### src/rtl/flappy_game_ctrl.sv
// flappy_game_ctrl: frame tick, game FSM, button edges, flap and score control; HIGH_SCORE_EN adds a high-score register.
module flappy_game_ctrl #(
  parameter int TICK_DIV     = 833333,
  parameter int FLOOR_Y      = 460,
  parameter int DEATH_FRAMES = 30,
  parameter int SCORE_W      = 10
) (
  input  logic               clk,
  input  logic               reset,
  input  logic               start,
  input  logic               flap_btn,
  input  logic [10:0]        bird_y,
  input  logic               pipe_hit,
  input  logic               pipe_passed,
  output logic               frame_tick,
  output logic               phys_enable,
  output logic               game_reset,
  output logic               flap,
  output logic               collision,
  output logic               game_over,
  output logic [SCORE_W-1:0] score,
  output logic [SCORE_W-1:0] high_score
);
  localparam int TW = $clog2(TICK_DIV);
  localparam int DW = $clog2(DEATH_FRAMES + 1);
  localparam logic [2:0] S_IDLE  = 3'd0;
  localparam logic [2:0] S_READY = 3'd1;
  localparam logic [2:0] S_PLAY  = 3'd2;
  localparam logic [2:0] S_DYING = 3'd3;
  localparam logic [2:0] S_OVER  = 3'd4;

  logic [2:0]         state_q, state_d;
  logic [TW-1:0]      tick_q, tick_d;
  logic [DW-1:0]      death_q, death_d;
  logic [SCORE_W-1:0] score_q, score_d;
  logic               start_q, flap_btn_q, flap_pend_q, flap_pend_d;
  logic               start_edge, flap_edge, hit, death_done;

  assign frame_tick = tick_q == TW'(TICK_DIV - 1);
  assign start_edge = start & ~start_q;
  assign flap_edge  = flap_btn & ~flap_btn_q;
  // bit 10 set means the bird underflowed above the top of the screen
  assign hit        = pipe_hit | (bird_y >= 11'(FLOOR_Y)) | bird_y[10];
  assign death_done = (state_q == S_DYING) && frame_tick && (death_q == DW'(DEATH_FRAMES - 1));

  always_comb begin
    state_d = state_q;
    case (state_q)
      S_IDLE:  state_d = start_edge ? S_READY : S_IDLE;
      S_READY: state_d = flap_edge ? S_PLAY : S_READY;
      S_PLAY:  state_d = hit ? S_DYING : S_PLAY;
      S_DYING: state_d = death_done ? S_OVER : S_DYING;
      S_OVER:  state_d = start_edge ? S_READY : S_OVER;
      default: state_d = S_IDLE;
    endcase
  end

  always_comb begin
    tick_d      = frame_tick ? '0 : tick_q + 1'b1;
    death_d     = (state_q != S_DYING) ? '0 : death_q + DW'(frame_tick);
    flap_pend_d = (state_d != S_PLAY) ? 1'b0 : flap_edge ? 1'b1 : frame_tick ? 1'b0 : flap_pend_q;
    score_d     = (state_q != S_READY && state_d == S_READY) ? '0 :
                  (state_q == S_PLAY && pipe_passed && !hit && score_q != '1) ? score_q + 1'b1 : score_q;
  end

  always_ff @(posedge clk or posedge reset) begin
    if (reset) begin
      state_q     <= S_IDLE;
      tick_q      <= '0;
      death_q     <= '0;
      score_q     <= '0;
      start_q     <= 1'b1;
      flap_btn_q  <= 1'b1;
      flap_pend_q <= 1'b0;
    end else begin
      state_q     <= state_d;
      tick_q      <= tick_d;
      death_q     <= death_d;
      score_q     <= score_d;
      start_q     <= start;
      flap_btn_q  <= flap_btn;
      flap_pend_q <= flap_pend_d;
    end
  end

  assign game_reset  = (state_q == S_IDLE) || (state_q == S_READY);
  assign phys_enable = state_q == S_PLAY;
  assign collision   = (state_q == S_DYING) || (state_q == S_OVER);
  assign game_over   = state_q == S_OVER;
  assign flap        = frame_tick & flap_pend_q;
  assign score       = score_q;

`ifdef HIGH_SCORE_EN
  logic [SCORE_W-1:0] high_q;

  always_ff @(posedge clk or posedge reset) begin
    if (reset) high_q <= '0;
    else if (death_done && score_q > high_q) high_q <= score_q;
  end

  assign high_score = high_q;
`else
  assign high_score = '0;
`endif
endmodule

### config.mk
export PLATFORM = sky130hd
export DESIGN_NAME = flappy_game_ctrl
export DESIGN_NICKNAME = d
export VERILOG_FILES = /design/src/rtl/flappy_game_ctrl.sv
export SDC_FILE = /design/constraint.sdc
export NUM_CORES = 1
export LEC_CHECK = 0
export CAP_MARGIN = 20
export CELL_PAD_IN_SITES_DETAIL_PLACEMENT = 0
export CELL_PAD_IN_SITES_GLOBAL_PLACEMENT = 1
export CORE_MARGIN = 1.5
export CORE_UTILIZATION = 35
export CTS_CLUSTER_SIZE = 16
export DETAILED_ROUTE_END_ITERATION = 6
export PLACE_DENSITY = 0.77
export SYNTH_ARGS = -nofsm -noshare
export SYNTH_HDL_FRONTEND = slang
export SYNTH_SLANG_ARGS = --single-unit
### constraint.sdc
create_clock -name clk -period 2.4 [get_ports clk]
set_input_delay 0.48 -clock clk [delete_from_list [all_inputs] [get_ports clk]]
set_output_delay 0.48 -clock clk [all_outputs]
set_load 0.05 [all_outputs]
* Word level (Yosys, flattened, before mapping)
Cells that the tools add are included.
** Storage, ports and cells
- Register bits after elaboration :: 41
- Latch bits :: 0
- Bits in writable memories :: 0
- Bits in read-only memories :: 0
- Output and inout bits :: 26
- Word-level logic and storage cells :: 54
- Memories kept :: 0
** Cells by class
- $add $sub $neg :: 3
- Multiply operators :: 0
- Divide/modulo/power cells :: 0
- Order comparisons :: 1
- Equality and inequality tests :: 11
- Shifts and indexed selects :: 0
- Muxes and demuxes :: 13
- Bitwise gates (word level) :: 7
- Reductions and logical operators :: 12
** Operator list (number)
- adder 20 x 1 -> 20 bit (second input constant) :: 1
- == test 20 bit (second input constant) :: 1
- two-way mux 10 bit :: 2
- two-way mux 20 bit :: 1
- one-hot mux 3 bit (5 select lines) :: 1
- greater-or-equal comparator 11 x 9 -> 1 bit (second input constant) :: 1
- adder 10 x 1 -> 10 bit (second input constant) :: 1
- inequality test 10 bit (second input constant) :: 1
- == test 3 x 1 -> 1 bit (second input constant) :: 2
- == test 3 x 2 -> 1 bit (second input constant) :: 2
- logical AND 1 bit :: 6
- two-way mux 3 bit :: 2
- inequality test 3 x 2 -> 1 bit (second input constant) :: 2
- adder 5 x 1 -> 5 bit :: 1
- == test 5 bit (second input constant) :: 1
- two-way mux 1 bit :: 5
- two-way mux 5 bit :: 1
- AND 1 bit :: 3
- == test 3 bit (second input constant) :: 1
- zero test 3 bit :: 1
- inequality test 3 x 1 -> 1 bit (second input constant) :: 1
- nonzero test 3 bit :: 1
- logical OR 1 bit :: 2
- two-way mux 2 bit :: 1
- other kinds (4) :: 6

* Longest topological paths before layout
Gate-level depths: netlist of the first run.
- Depth after elaboration :: 8
- Depth in mapped cells :: 11

* Worst setup path after synthesis of the first run
Ideal clock, no wire load.
- Path kind :: register to register
- From :: register tick_q[6]
- To :: register death_q[4]
- Setup time :: 126 ps
- Data arrival time :: 2532 ps
- Data required time :: 2274 ps
- Setup slack :: -258 ps
- Cell stages (with the launch flop) :: 11
- Path buffers :: 2
- Cells stage by stage :: dfrtp_1 -> or4b_1 -> or4b_1 -> buf_2 -> nor2_4 -> buf_4 -> ha_1 -> ha_1 -> nand3_1 -> xor2_1 -> nor2_1
** Between the ends
- Word-level cells in the longest chain between the ends :: 3
** Ends and longest elaborated chain
- from (decl) :: RTL line 33 : logic [TW-1:0] tick_q, tick_d;
- from (signal assigned) :: RTL line 77 : tick_q <= tick_d;
- == test 20 bit :: RTL line 39 : assign frame_tick = tick_q == TW'(TICK_DIV - 1);
- net frame_tick :: RTL line 15 : output logic frame_tick,
- adder 5 x 1 -> 5 bit :: RTL line 60 : death_d = (state_q != S_DYING) ? '0 : death_q + DW'(frame_tick);
- two-way mux 5 bit :: RTL line 60
- net death_d[4] :: RTL line 34 : logic [DW-1:0] death_q, death_d;
- to (signal assigned) :: RTL line 78 : death_q <= death_d;
- to (decl) :: RTL line 34
The timed path passes the listed nets, and every way through them passes these cells.
A chain may end at the register's enable or synchronous reset.

* Final worst setup path of the first run
- From :: register tick_q[11]
- To :: output port flap
** Between the ends
- Word-level cells in the longest chain between the ends :: 2
** Ends and longest elaborated chain
- == test 20 bit :: RTL line 39
- AND 1 bit :: RTL line 90 : assign flap = frame_tick & flap_pend_q;
- to (decl) :: RTL line 18 : output logic flap,
No other way between the ends.

==> run metrics, run 1 <==
setup repair after global routing missed its margin=true; final hold viol count=0; routed wirelength normalized by instance count=13.2 um; fraction of the mapped netlist area in compound gates=0.107; origin of the worst setup path=tick_q[11]$_DFF_PP0_; number of clock sinks=41; static power due to leakage=1.22 nW; Synth Register Bits=41; depth of the most critical reg-to-reg path=10; post-synthesis to final-layout area growth=29.7%; via count of the first global-routing pass=1772; critical path capture point type=output port; number of enable-type register cells in the synthesized netlist=0; synthesized-area fraction occupied by xor and xnor cells=0.0664; worst path setup slack after routing=-0.246 ns; maximum cell stage delay along the critical path=0.53 ns; pin count of the biggest net entering global routing=42; critical register-to-register path endpoint=death_q[4]$_DFF_PP0_; share of layout cells above drive strength 1=0.149; final cycle utilization of the critical path=1.10; last element of the critical path=flap; cell-by-cell listing of the critical path=or4b_1, or4b_4, nor2_4, and2_4, buf_12; Cell Area, Synth=0.00224 mm^2; number of warnings printed during yosys synthesis=0; clock tree from TritonCTS=yes; fin util=0.480; r2r setup slk=-0.05 ns; core region area=0.00606 mm^2; family of cells with the greatest summed delay on the critical path=simple AND/OR/NAND/NOR gates; First-pass DRT Iterations=5; switching component of the power=0.000469 W; detailed-route vias per instance=5.15; Crit path depth=5; wire length of the first global-routing pass=8660 um; I/O pins=43; total grt overflow=0; critical path peak fanout=2; fraction of the yosys area taken by sequential cells=0.458; worst slew slack as a fraction of its limit=0.642; actual transition at the worst max-transition pin=0.537 ns; die height=83.1 um; proportion of synthesized flip-flops having asynchronous set or reset=1.00; sequential cell area in the final layout=0.00103 mm^2; gr usage total=0.152; Clock H-tree levels=2; main combinational cell family by area after synthesis=simple AND/OR/NAND/NOR gates; total inserted antenna cells=0; Distinct cells, synth=47; Mapped Avg Cell Area=9.43 um^2; CTS buffer count=5; cells after synthesis=238; multiplexer area fraction after synthesis=0.00892; fill cell instance count of the final layout=574; placer's final routability congestion estimate=0.780; clock latency on the worst-skew pair=0.29 ns; die outline area=0.00690 mm^2; number of nets at the end of the flow=310; final clock skew=0.00688 ns; standard-cell rows=28; starting utilization of the core area=0.370; final max-slew violation count=0; portion of total power attributed to sequential cells=0.467; number of hold buffers added after CTS=0; Clock Tree Buf Depth=2; area share of fa/ha/maj cells after synthesis=0.0279; failing checks=setup timing; half-perimeter wire length after placement=3400 um; highest attainable clock frequency=378 MHz; cell total after placement=352; class of the most critical setup path=register to output port; Finish-stage setup viols=4; HP Class=register to register; register clock-pin slew on the reported worst setup and hold paths=0.08 ns; CTS root buffer=sky130_fd_sc_hd__clkbuf_8; simple-gate share of the synthesized area=0.263; Routed Wire Length=4790 um; data arrival time of the critical path=2.17 ns; width of the die=83.1 um; result of the run=finished with violations; number of antenna violations at the first check in global routing=0; final worst hold slack=0.495 ns; startpoint of the worst register-to-register path=tick_q[11]$_DFF_PP0_; internal power summed over all cells=0.00112 W; Crit path buffers/inverters=1; final period demand of the worst path=2.65 ns; Antenna Violating Nets Remaining=0; area occupied by multi-input gates=0.00114 mm^2; total power divided by cell area=545 mW/mm^2; 1st-iter DRT viols=69; relative contribution of combinational cells to total power=0.184; IO Port Bufs=30; data required time of the critical path=1.92 ns; maximum VDD drop=0.000365 V; filler-free cell count of the finished design=364; library cell contributing the largest single delay on the critical path=sky130_fd_sc_hd__or4b_1; switch share=0.295; Top FF cell, synth=sky130_fd_sc_hd__dfrtp_1; startpoint types=register; part of the total power dissipated in the clock network=0.349; number of max-cap violations=0; residual DRC count=0; Vias=1873
## repair_timing
action,CTS,global route
endpoints found under the setup margin,3,6
setup buffers,3,1
pin swaps,3,2
gates resized for setup,4,3
## registers in the layout, indices dropped and copies added (netlist names)
register	flops
tick_q	20
score	10
death_q	5
state_q	3
flap_btn_q	1
flap_pend_q	1
start_q	1
## synthesized netlist by cell type, drive strengths merged (2+ instances only)
library cell / instances / area share
nand4: 6 / 0.017
o21ai: 6 / 0.013
nor4: 3 / 0.0084
nor2b: 5 / 0.014
nor3: 9 / 0.020
o221ai: 2 / 0.0078
xor2: 8 / 0.031
a21o: 2 / 0.0067
nand2: 17 / 0.028
dfrtp: 39 / 0.44
a211oi: 2 / 0.0067
dfstp: 2 / 0.023
nand2b: 3 / 0.0084
and4: 2 / 0.0078
o21a: 3 / 0.010
and2: 2 / 0.0056
buf: 12 / 0.039
inv: 12 / 0.020
nand3: 14 / 0.031
a21oi: 9 / 0.020
mux2i: 2 / 0.0089
o2111ai: 2 / 0.0078
or3: 7 / 0.020
or4: 6 / 0.022
nor3b: 2 / 0.0089
or4b: 2 / 0.0089
o31ai: 5 / 0.017
xnor2: 9 / 0.035
clkbuf: 4 / 0.0072
nor2: 25 / 0.045
ha: 5 / 0.028
## power by group through the flow
stage | Clock (W) | Combinational (W) | Sequential, W
floorplan | 0 | 0.000180 | 0.000786
CTS | 0.000571 | 0.000296 | 0.000741
detailed placement | 0 | 0.000296 | 0.000754
global route | 0.000605 | 0.000318 | 0.000746
finish | 0.000555 | 0.000292 | 0.000741
global placement | 0 | 0.000295 | 0.000754
## stage by stage
step	TNS, ns	setup slack (ns)	area (um^2)	power, W
after detailed placement	-0.0110	-0.0110	2750	0.00105
after CTS	-0.470	-0.248	2890	0.00161
after global placement	0	0.0112	2750	0.00105
after floorplan	-0.138	-0.0842	2330	0.000966
after global routing	-0.860	-0.311	2910	0.00167
final	-0.487	-0.246	2910	0.00159
## layer usage
layer	up-vias	track usage	share of wire	wire, um
li1	922	-	-	-
met1	909	0.209	0.48	2300
met2	35	0.242	0.47	2260
met3	7	0.0328	0.037	175
met4	0	0.0409	0.010	49
met5	-	0	0	0
## worst register-to-register path: cells and delay by family (launching register included)
kind / cells / cell delay [ns]
flops: 1 / 0.38
fa+ha+maj: 2 / 0.27
simple gates: 5 / 1.37
xor+xnor: 1 / 0.15
buf+inv: 2 / 0.21
## cell usage in the layout, fill, tap and decap left out, types with 6 or more instances in the layout
cell,n
sky130_fd_sc_hd__dfrtp_1,39
sky130_fd_sc_hd__nor3_1,9
sky130_fd_sc_hd__nand2_1,17
sky130_fd_sc_hd__xor2_1,8
sky130_fd_sc_hd__xnor2_1,8
sky130_fd_sc_hd__nand3_1,13
sky130_fd_sc_hd__a21oi_1,9
sky130_fd_sc_hd__clkdlybuf4s50_1,25
sky130_fd_sc_hd__or3_1,7
sky130_fd_sc_hd__nor2_1,24
sky130_fd_sc_hd__nand4_1,6
sky130_fd_sc_hd__o21ai_0,6
sky130_fd_sc_hd__inv_1,12
sky130_fd_sc_hd__buf_4,19
sky130_fd_sc_hd__conb_1,10
## logic make-up after synthesis
kind of cell,count (synthesis)
buffers and inverters,28
xor gates and xnor gates,17
AOI/OAI and AO/OA,36
other,1
adders and majority gates,5
muxes,2
DFF,41
and+or+nand+nor,108
## worst min path at each step
stage	start	to	slack, ns	cells past startpoint
2_1_floorplan	tick_q[16]$_DFF_PP0_	tick_q[16]$_DFF_PP0_	0.45	1
3_5_place_dp	tick_q[16]$_DFF_PP0_	tick_q[16]$_DFF_PP0_	0.48	1
5_1_grt	tick_q[19]$_DFF_PP0_	tick_q[19]$_DFF_PP0_	0.55	1
3_3_place_gp	tick_q[16]$_DFF_PP0_	tick_q[16]$_DFF_PP0_	0.47	1
6_report	tick_q[16]$_DFF_PP0_	tick_q[16]$_DFF_PP0_	0.50	1
4_1_cts	tick_q[16]$_DFF_PP0_	tick_q[16]$_DFF_PP0_	0.50	1
## cell type report
type / instances / share of cell area
Multi-Input combinational cell: 178 / 0.393
Sequential cell: 41 / 0.353
Timing Repair Buffer: 50 / 0.169
Tap cell: 75 / 0.0322
Clock buffer: 6 / 0.0249
Inverter: 12 / 0.0155
Clock inverter: 2 / 0.0120
Note: power is estimated with default switching activity, not from simulation.
==> inputs of run 2 (changes only) <==
HOLD_SLACK_MARGIN = 0.08   (was not set)
PLACE_DENSITY = not set   (was 0.77)
PLACE_DENSITY_LB_ADDON = 0.1   (was not set)
==> run metrics, run 2 (synthesis gave the netlist of run 1 again) <==
result of the run=finished with violations; failing checks=setup timing; HP Class=register to register; most common cell after layout, fill and taps aside=sky130_fd_sc_hd__dfrtp_1; setup repair after global routing missed its margin=true; number of clock sinks=41 (unchanged); highest attainable clock frequency=378 MHz (about the same); data arrival time of the critical path=2.17 ns (about the same); total inserted antenna cells=0 (unchanged); portion of total power attributed to sequential cells=0.493 (+0.026); standard-cell rows=28 (unchanged); CTS root buffer=sky130_fd_sc_hd__clkbuf_8; clock latency on the worst-skew pair=0.29 ns (about the same); startpoint types=register; Largest register FFs=20 (unchanged); starting utilization of the core area=0.370 (unchanged); I/O pins=43 (unchanged); 1st-iter DRT viols=42 (-39%); final period demand of the worst path=2.65 ns (-0.000287 ns); cell-by-cell listing of the critical path=or4b_4, or4b_4, nor2_4, and2_4, buf_12; detailed-route vias per instance=5.03 (-2.2%); Clock Tree Buf Depth=2 (unchanged); worst path setup slack after routing=-0.245 ns (+0.000287 ns); Layout Cell Area excl Fill=0.00288 mm^2 (-1.2%); post-synthesis to final-layout area growth=28.2%; wire length of the first global-routing pass=8660 um (unchanged); library cell contributing the largest single delay on the critical path=sky130_fd_sc_hd__or4b_4; fill cell instance count of the final layout=612 (+6.6%); highest-count cells in the layout ignoring fill and taps=sky130_fd_sc_hd__dfrtp_1, sky130_fd_sc_hd__clkdlybuf4s50_1, sky130_fd_sc_hd__nor2_1, sky130_fd_sc_hd__buf_4, sky130_fd_sc_hd__nand2_1; final hold viol count=0 (unchanged); part of the total power dissipated in the clock network=0.312 (-0.037); maximum VDD drop=0.000310 V (-15%); final cycle utilization of the critical path=1.10 (about the same); pin count of the biggest net entering global routing=42 (unchanged); Top cell by count, worst path=sky130_fd_sc_hd__or4b_4; register clock-pin slew on the reported worst setup and hold paths=0.08 ns (about the same); width of the die=83.1 um (unchanged); switching component of the power=0.000459 W (-2.1%); total power divided by cell area=523 mW/mm^2 (-4.1%); placer's final routability congestion estimate=0.756 (-3.0%); die height=83.1 um (unchanged); internal power summed over all cells=0.00104 W (-6.6%); CTS buffer count=5 (unchanged); clock tree from TritonCTS=yes; First-pass DRT Iterations=4 (-1); relative contribution of combinational cells to total power=0.195 (+0.011); maximum cell stage delay along the critical path=0.52 ns (about the same); via count of the first global-routing pass=1801 (+1.6%); critical path peak fanout=2 (unchanged); die outline area=0.00690 mm^2 (unchanged); number of nets at the end of the flow=308 (-0.65%); gr usage total=0.153 (+0.00120); residual DRC count=0 (unchanged); core region area=0.00606 mm^2 (unchanged); switch share=0.305 (+0.00992); post-placement setup slack=-0.0260 ns (-0.0149 ns); Crit path buffers/inverters=1 (unchanged); Finish-stage setup viols=4 (unchanged); number of max-cap violations=0 (unchanged); class of the most critical setup path=register to output port; number of antenna violations at the first check in global routing=0 (unchanged); Power, Total=0.00150 W (-5.3%); actual transition at the worst max-transition pin=0.536 ns (-0.00171 ns); worst slew slack as a fraction of its limit=0.643 (+0.00114); static power due to leakage=1.20 nW (-1.4%); half-perimeter wire length after placement=3480 um (+2.3%); final worst hold slack=0.484 ns (-0.0111 ns); critical path capture point type=output port; final max-slew violation count=0 (unchanged); share of layout cells above drive strength 1=0.146 (-0.00245); placed standard-cell area=0.00273 mm^2 (-0.55%); final clock skew=0.00791 ns (+0.00103 ns); routed wirelength normalized by instance count=13.4 um (+1.5%); family of cells with the greatest summed delay on the critical path=simple AND/OR/NAND/NOR gates; data required time of the critical path=1.92 ns (about the same); Antenna Violating Nets Remaining=0 (unchanged); register ranked first by flip-flop count=tick_q; Vias=1821 (-2.8%); total grt overflow=0 (unchanged); IO Port Bufs=30 (unchanged); Routed Wire Length=4830 um (+0.92%); Clock H-tree levels=2 (unchanged)
[run 2: changes by cell type in the layout (fill, tap and decap cells not counted), sizes merged]
| cell | previous run | this run |
|---|---|---|
| clkinv | 1 | 0 |
| clkbuf | 6 | 8 |
| bufinv | 1 | 0 |
| buf | 24 | 22 |
[run 2: layout make-up]
cell class | instances | area (um^2) | area share
Clock buffer | 8 | 90.1 | 0.0313
Multi-Input combinational cell | 178 | 1140 | 0.398
Inverter | 12 | 45.0 | 0.0157
Sequential cell | 41 | 1030 | 0.358
Tap cell | 75 | 93.8 | 0.0326
Timing Repair Buffer | 48 | 473 | 0.164
[run 2: power groups by stage]
stage / Clock (W) / Combinational, W / Sequential [W]
2_1_floorplan: 0 / 0.000180 / 0.000786
3_3_place_gp: 0 / 0.000297 / 0.000755
3_5_place_dp: 0 / 0.000299 / 0.000755
4_1_cts: 0.000495 / 0.000299 / 0.000742
5_1_grt: 0.000528 / 0.000320 / 0.000749
6_report: 0.000469 / 0.000293 / 0.000741
[run 2: worst paths after layout]
path / from / to / slack [ns] / cells past startpoint
max reg2reg: tick_q[11]$_DFF_PP0_ / death_q[4]$_DFF_PP0_ / -0.04 / 10
min reg2reg: tick_q[16]$_DFF_PP0_ / tick_q[16]$_DFF_PP0_ / 0.48 / 1
max: tick_q[11]$_DFF_PP0_ / flap / -0.25 / 5
max in group asynchronous: reset / flap_btn_q$_DFF_PP1_ / 1.39 / 3
min: tick_q[16]$_DFF_PP0_ / tick_q[16]$_DFF_PP0_ / 0.48 / 1
min in group asynchronous: reset / score[9]$_DFFE_PP0P_ / 0.62 / 3
[run 2: routing by layer]
metal  part of all wire  track usage  vias up  wire [um]
met5                  0            0        -          0
met4             0.0081       0.0409        0         39
met3              0.032       0.0348        5        157
met2               0.47        0.248       30       2270
met1               0.49        0.207      874       2370
li1                   -            -      912          -
[run 2: stage by stage]
stage	utilization	TNS [ns]	instances
6_report	0.474	-0.513	362
5_1_grt	0.474	-0.991	362
4_1_cts	0.469	-0.525	360
3_5_place_dp	0.451	-0.0386	350
3_3_place_gp	0.451	-0.0169	350
2_1_floorplan	-	-0.138	247
[run 2: repair_timing]
| action | CTS | global route |
|---|---|---|
| buffers inserted | 2 | 2 |
| pin swaps | 2 | 2 |
| setup endpoints to repair | 3 | 7 |
| hold buffers | 0 | 0 |
| resized for setup | 3 | 5 |
==> RTL change 1 (flow settings as in run 1) <==
The parameter `SCORE_W` goes from 10 to 20.
--- a/src/rtl/flappy_game_ctrl.sv
+++ b/src/rtl/flappy_game_ctrl.sv
@@ -3,7 +3,7 @@
   parameter int TICK_DIV     = 833333,
   parameter int FLOOR_Y      = 460,
   parameter int DEATH_FRAMES = 30,
-  parameter int SCORE_W      = 10
+  parameter int SCORE_W      = 20
 ) (
   input  logic               clk,
   input  logic               reset,
Interface: changed (resized high_score and score); port bits go from 43 to 63. No check against the original RTL was run, so the function may have changed too.
==> RTL change 1 against run 1 <==
  * The flow still finishes with violations (setup timing)
  * Worst setup slack gained 240 ps
  * Non-clock buffer count increased by 16
  * Area after synthesis increased by 26%
  * Count of clock-buffer cells in the layout rose by 2
  * Fmax rose by 9.8%
  * Total power up 12%
  * Combinational power up 7.9%
  * Sequential share of layout area rose by 0.27 points
  * Die area rose by 25%
  * Cell area grew 24%
  * Sequential cell count increased by 10
  * Register-to-register slack gained 160 ps
  * Routed wire length rose by 35%
  * Critical path type unchanged
==> RTL change 1: results (changes against run 1) <==
### Global route
• first-pass GRT wire length: 10.79 mm, +25%
• number of global-route vias before repair: 2266, +28%
• global routing met1 resource utilization: 20.69%, -0.19 points
• met3 demand-to-capacity share in global routing: 3.695%, +0.41 points

### Routing
• met3 wire len: 289 microns, +65%
• final wirelength: 6.446 mm, +35%
• total vias in the final route: 2366, +26%
• met2 wire len: 3.022 mm, +34%
• DRT iter0 DRCs: 93, +35%

### Placed design
• Placed Instance Area: 3363 sq um, +22%
• count of port buffers added during placement: 40, +33%

### Power and ir drop
• worst vdd rail ir drop: 0.2743 mV, -25%
• sequential share of power: 51.3%, +4.6 points
• Internal Dissipation: 1.234 mW, +10%

### Timing
• Post-Route Skew: 8.872 ps, +1.995 ps
• setup_tns: -9.935 ps, +476.6 ps
• total setup violations reported at the end of the flow: 1, -3
• final setup slack of the worst path: -9.935 ps, +235.7 ps
• Worst Tran Pin Value: 747.0 ps, +209.8 ps

### Run status
• result of the run: finished with violations
• failing checks: setup timing

### Worst setup path
• Slowest Stage Delay on Critical Path: 550 ps, +20 ps
• data arrival at the endpoint of the critical path: 1930 ps, -240 ps
• slowest cell on the critical path: sky130_fd_sc_hd__or4b_4
• start point of the critical path: tick_q[14]

### Synth
• cell types occupying the most area after synthesis: sky130_fd_sc_hd__dfrtp_1 43%, sky130_fd_sc_hd__buf_4 5.6%, sky130_fd_sc_hd__nor2_1 4.1%
• share of the yosys chip area belonging to registers: 45.26%, -0.58 points
• number of synthesized register bits: 51, +24%

### Clock tree
• Post-CTS Setup Repair Bufs: 9, +6

### Layout
• share of layout cells above drive strength 1: 14.56%, -0.32 points

### Min path
• classification of the worst-slack hold path: input pin to asynchronous set/reset pin

## RTL change 1: kinds of logic after synthesis
logic type | count (synthesis) | share of synthesized area (%)
AO/OA/AOI/OAI | 44 | 9.920
buffers and inverters | 44 | 9.079
multiplexers | 3 | 1.063
other | 1 | 0.1327
flip-flops | 51 | 45.26
adder cells (fa/ha/maj) | 5 | 2.214
XOR/XNOR | 19 | 5.890
AND/OR/NAND/NOR | 136 | 26.44
## RTL change 1: area by class of cell
class	instances	area, sq um
fillers	754	4173
clock buffers	8	100.1
repair buffers	66	633.1
flip-flops and latches	51	1280
well taps	102	127.6
inverters	12	45.04
multi-input cells	227	1409
## RTL change 1: worst paths after layout
kind | end | slack (ps) | cells past startpoint
worst min-delay path | score[16] | 480 | 2
worst max register to register | tick_q[18] | 110 | 11
worst min register to register | tick_q[0] | 490 | 1
max in group asynchronous | flap_btn_q | 1320 | 3
worst max-delay path | flap | -10 | 5
min in group clk | tick_q[0] | 490 | 1
==> RTL change 2 (settings of run 1) <==
Made on the original files. Register the outputs `phys_enable`, `flap`, `collision` and `game_over`; this adds one clock of latency there. The other outputs are not delayed to match.
--- a/src/rtl/flappy_game_ctrl.sv
+++ b/src/rtl/flappy_game_ctrl.sv
@@ -84,10 +84,12 @@
   end
 
   assign game_reset  = (state_q == S_IDLE) || (state_q == S_READY);
-  assign phys_enable = state_q == S_PLAY;
-  assign collision   = (state_q == S_DYING) || (state_q == S_OVER);
-  assign game_over   = state_q == S_OVER;
-  assign flap        = frame_tick & flap_pend_q;
+  always_ff @(posedge clk) begin
+    phys_enable <= state_q == S_PLAY;
+    flap        <= frame_tick & flap_pend_q;
+    collision   <= (state_q == S_DYING) || (state_q == S_OVER);
+    game_over   <= state_q == S_OVER;
+  end
   assign score       = score_q;
 
 `ifdef HIGH_SCORE_EN
Function: changed (a bounded check fails within 4 cycles, from zero or initial values and one cycle with reset high).
==> RTL change 2 against run 1 <==
  * Cell area grew 1.1%
  * Fmax grew 1.5%
  * The run still ends with setup timing left
  * Sequential cell count grew 4
  * Total power shrank 0.75%
  * Routed wire length shrank 5.2%
  * Area after synthesis grew 3.6%
  * Count of clock-buffer cells in the layout grew 1
  * Critical path depth is the same
  * Worst setup slack gained 39 ps
==> RTL change 2: results (changes against run 1) <==
### Run status
• result of the run: finished with violations
• failing checks: setup timing

### Placed design
• final weighted congestion of routability-driven global placement: 0.7457, -4.3%
• pre-CTS setup slack: -13.68 ps, -2.668 ps
• Placed Instance Area: 2808 sq um, +2.2%
• half-perimeter wire length after detailed placement: 3.376 mm, -0.60%
• dpl cells: 356, +1.1%

### Clock tree
• Post-CTS Setup Repair Bufs: 4, +1
• number of gates resized after CTS: 3, -1
• maximum count of clock buffers along a single path: 2, unchanged

### Worst setup path
• depth of the worst register-to-register path: 11, +1
• critical path capture point: frame_tick
• data arrival at the endpoint of the critical path: 2130 ps, -40 ps
• worst setup slack for register-to-register paths: -140 ps, -90 ps
• peak fanout along the critical path: 2, unchanged
• endpoint of the lowest-slack register-to-register path: death_q[4]

### Timing
• Post-Route Skew: 8.184 ps, +1.306 ps
• Slew Limit Headroom: 65.16%, +0.97 points
• final setup slack of the worst path: -206.9 ps, +38.77 ps
• total setup violations reported at the end of the flow: 5, +1

### Power and ir drop
• total leakage power: 1.211 nW, -0.51%
• Internal Dissipation: 1.119 mW, about the same
• worst vdd rail ir drop: 0.3520 mV, -3.6%
• clock network power: 462 uW, -17%
• pwr dens: 535.2 nW/um^2, -1.9%
• sequential cell power: 822 uW, +11%

### Synth
• compound-cell area share of the yosys netlist: 10.34%, -0.37 points
• adder-cell area share of the yosys netlist: 2.693%, -0.096 points
• synth cell count leaders: 39 x sky130_fd_sc_hd__dfrtp_1, 24 x sky130_fd_sc_hd__nor2_1, 17 x sky130_fd_sc_hd__nand2_1, 14 x sky130_fd_sc_hd__nand3_1, 12 x sky130_fd_sc_hd__inv_1
• YS warnings: 0, unchanged
• Post-Synth XOR/XNOR Area: 6.408%, -0.23 points
• Unique masters post-synth: 48, +2.1%
• cell types occupying the most area after synthesis: sky130_fd_sc_hd__dfrtp_1 42%, sky130_fd_sc_hd__nor2_1 3.9%, sky130_fd_sc_hd__buf_4 3.6%
• count of mapped cells out of synthesis: 242, +1.7%
• portion of netlist area occupied by mux cells: 0.8616%, -0.031 points
• asr flop ratio synth: 91.11%, -8.9 points
• share of the yosys chip area belonging to registers: 47.71%, +1.9 points

### Routing
• per-cell via count in the routed design: 4.992, -3.0%
• DR pass1 iterations: 4, -1
• met2 wire len: 2.186 mm, -3.4%
• DRT iter0 DRCs: 70, +1.4%
• met3 wire len: 193 microns, +10%
• final wirelength: 4.543 mm, -5.2%
• Wirelength per Cell: 12.35 microns, -6.2%
• routed metal-1 wire length: 2.085 mm, -9.5%

### Global route
• met3 demand-to-capacity share in global routing: 3.343%, +0.063 points
• global-route track usage on met2: 23.49%, -0.75 points
• global routing met1 resource utilization: 17.14%, -3.7 points
• first-pass GRT wire length: 8.045 mm, -7.1%
• number of global-route vias before repair: 1811, +2.2%

### Layout
• # nets final: 313, +0.97%
• filler instances: 622, +8.4%
• share of layout cells above drive strength 1: 12.37%, -2.5 points

-- RTL change 2: cell type report --
class / count / share of cell area, %
tap: 77 / 3.274
clock buffer: 7 / 2.934
sequential: 45 / 37.67
multi-input combinational: 178 / 38.52
inverter: 12 / 1.531
timing repair buffer: 49 / 16.07
-- RTL change 2: worst min-delay path by stage --
stage	cells past startpoint	startpoint	end	slack [ps]
6_report	1	flap_pend_q	flap	480
5_1_grt	1	flap_pend_q	flap	510
4_1_cts	1	flap_pend_q	flap	480
3_5_place_dp	1	flap_pend_q	flap	460
3_3_place_gp	1	flap_pend_q	flap	460
2_1_floorplan	1	flap_pend_q	flap	450
-- RTL change 2: through the flow --
step	util (%)	setup TNS [ps]
after global placement	43.97	-1.590
final	46.08	-478.1
after global routing	46.08	-924.9
after floorplan	-	-84.30
after CTS	45.96	-513.5
after detailed placement	43.97	-17.28
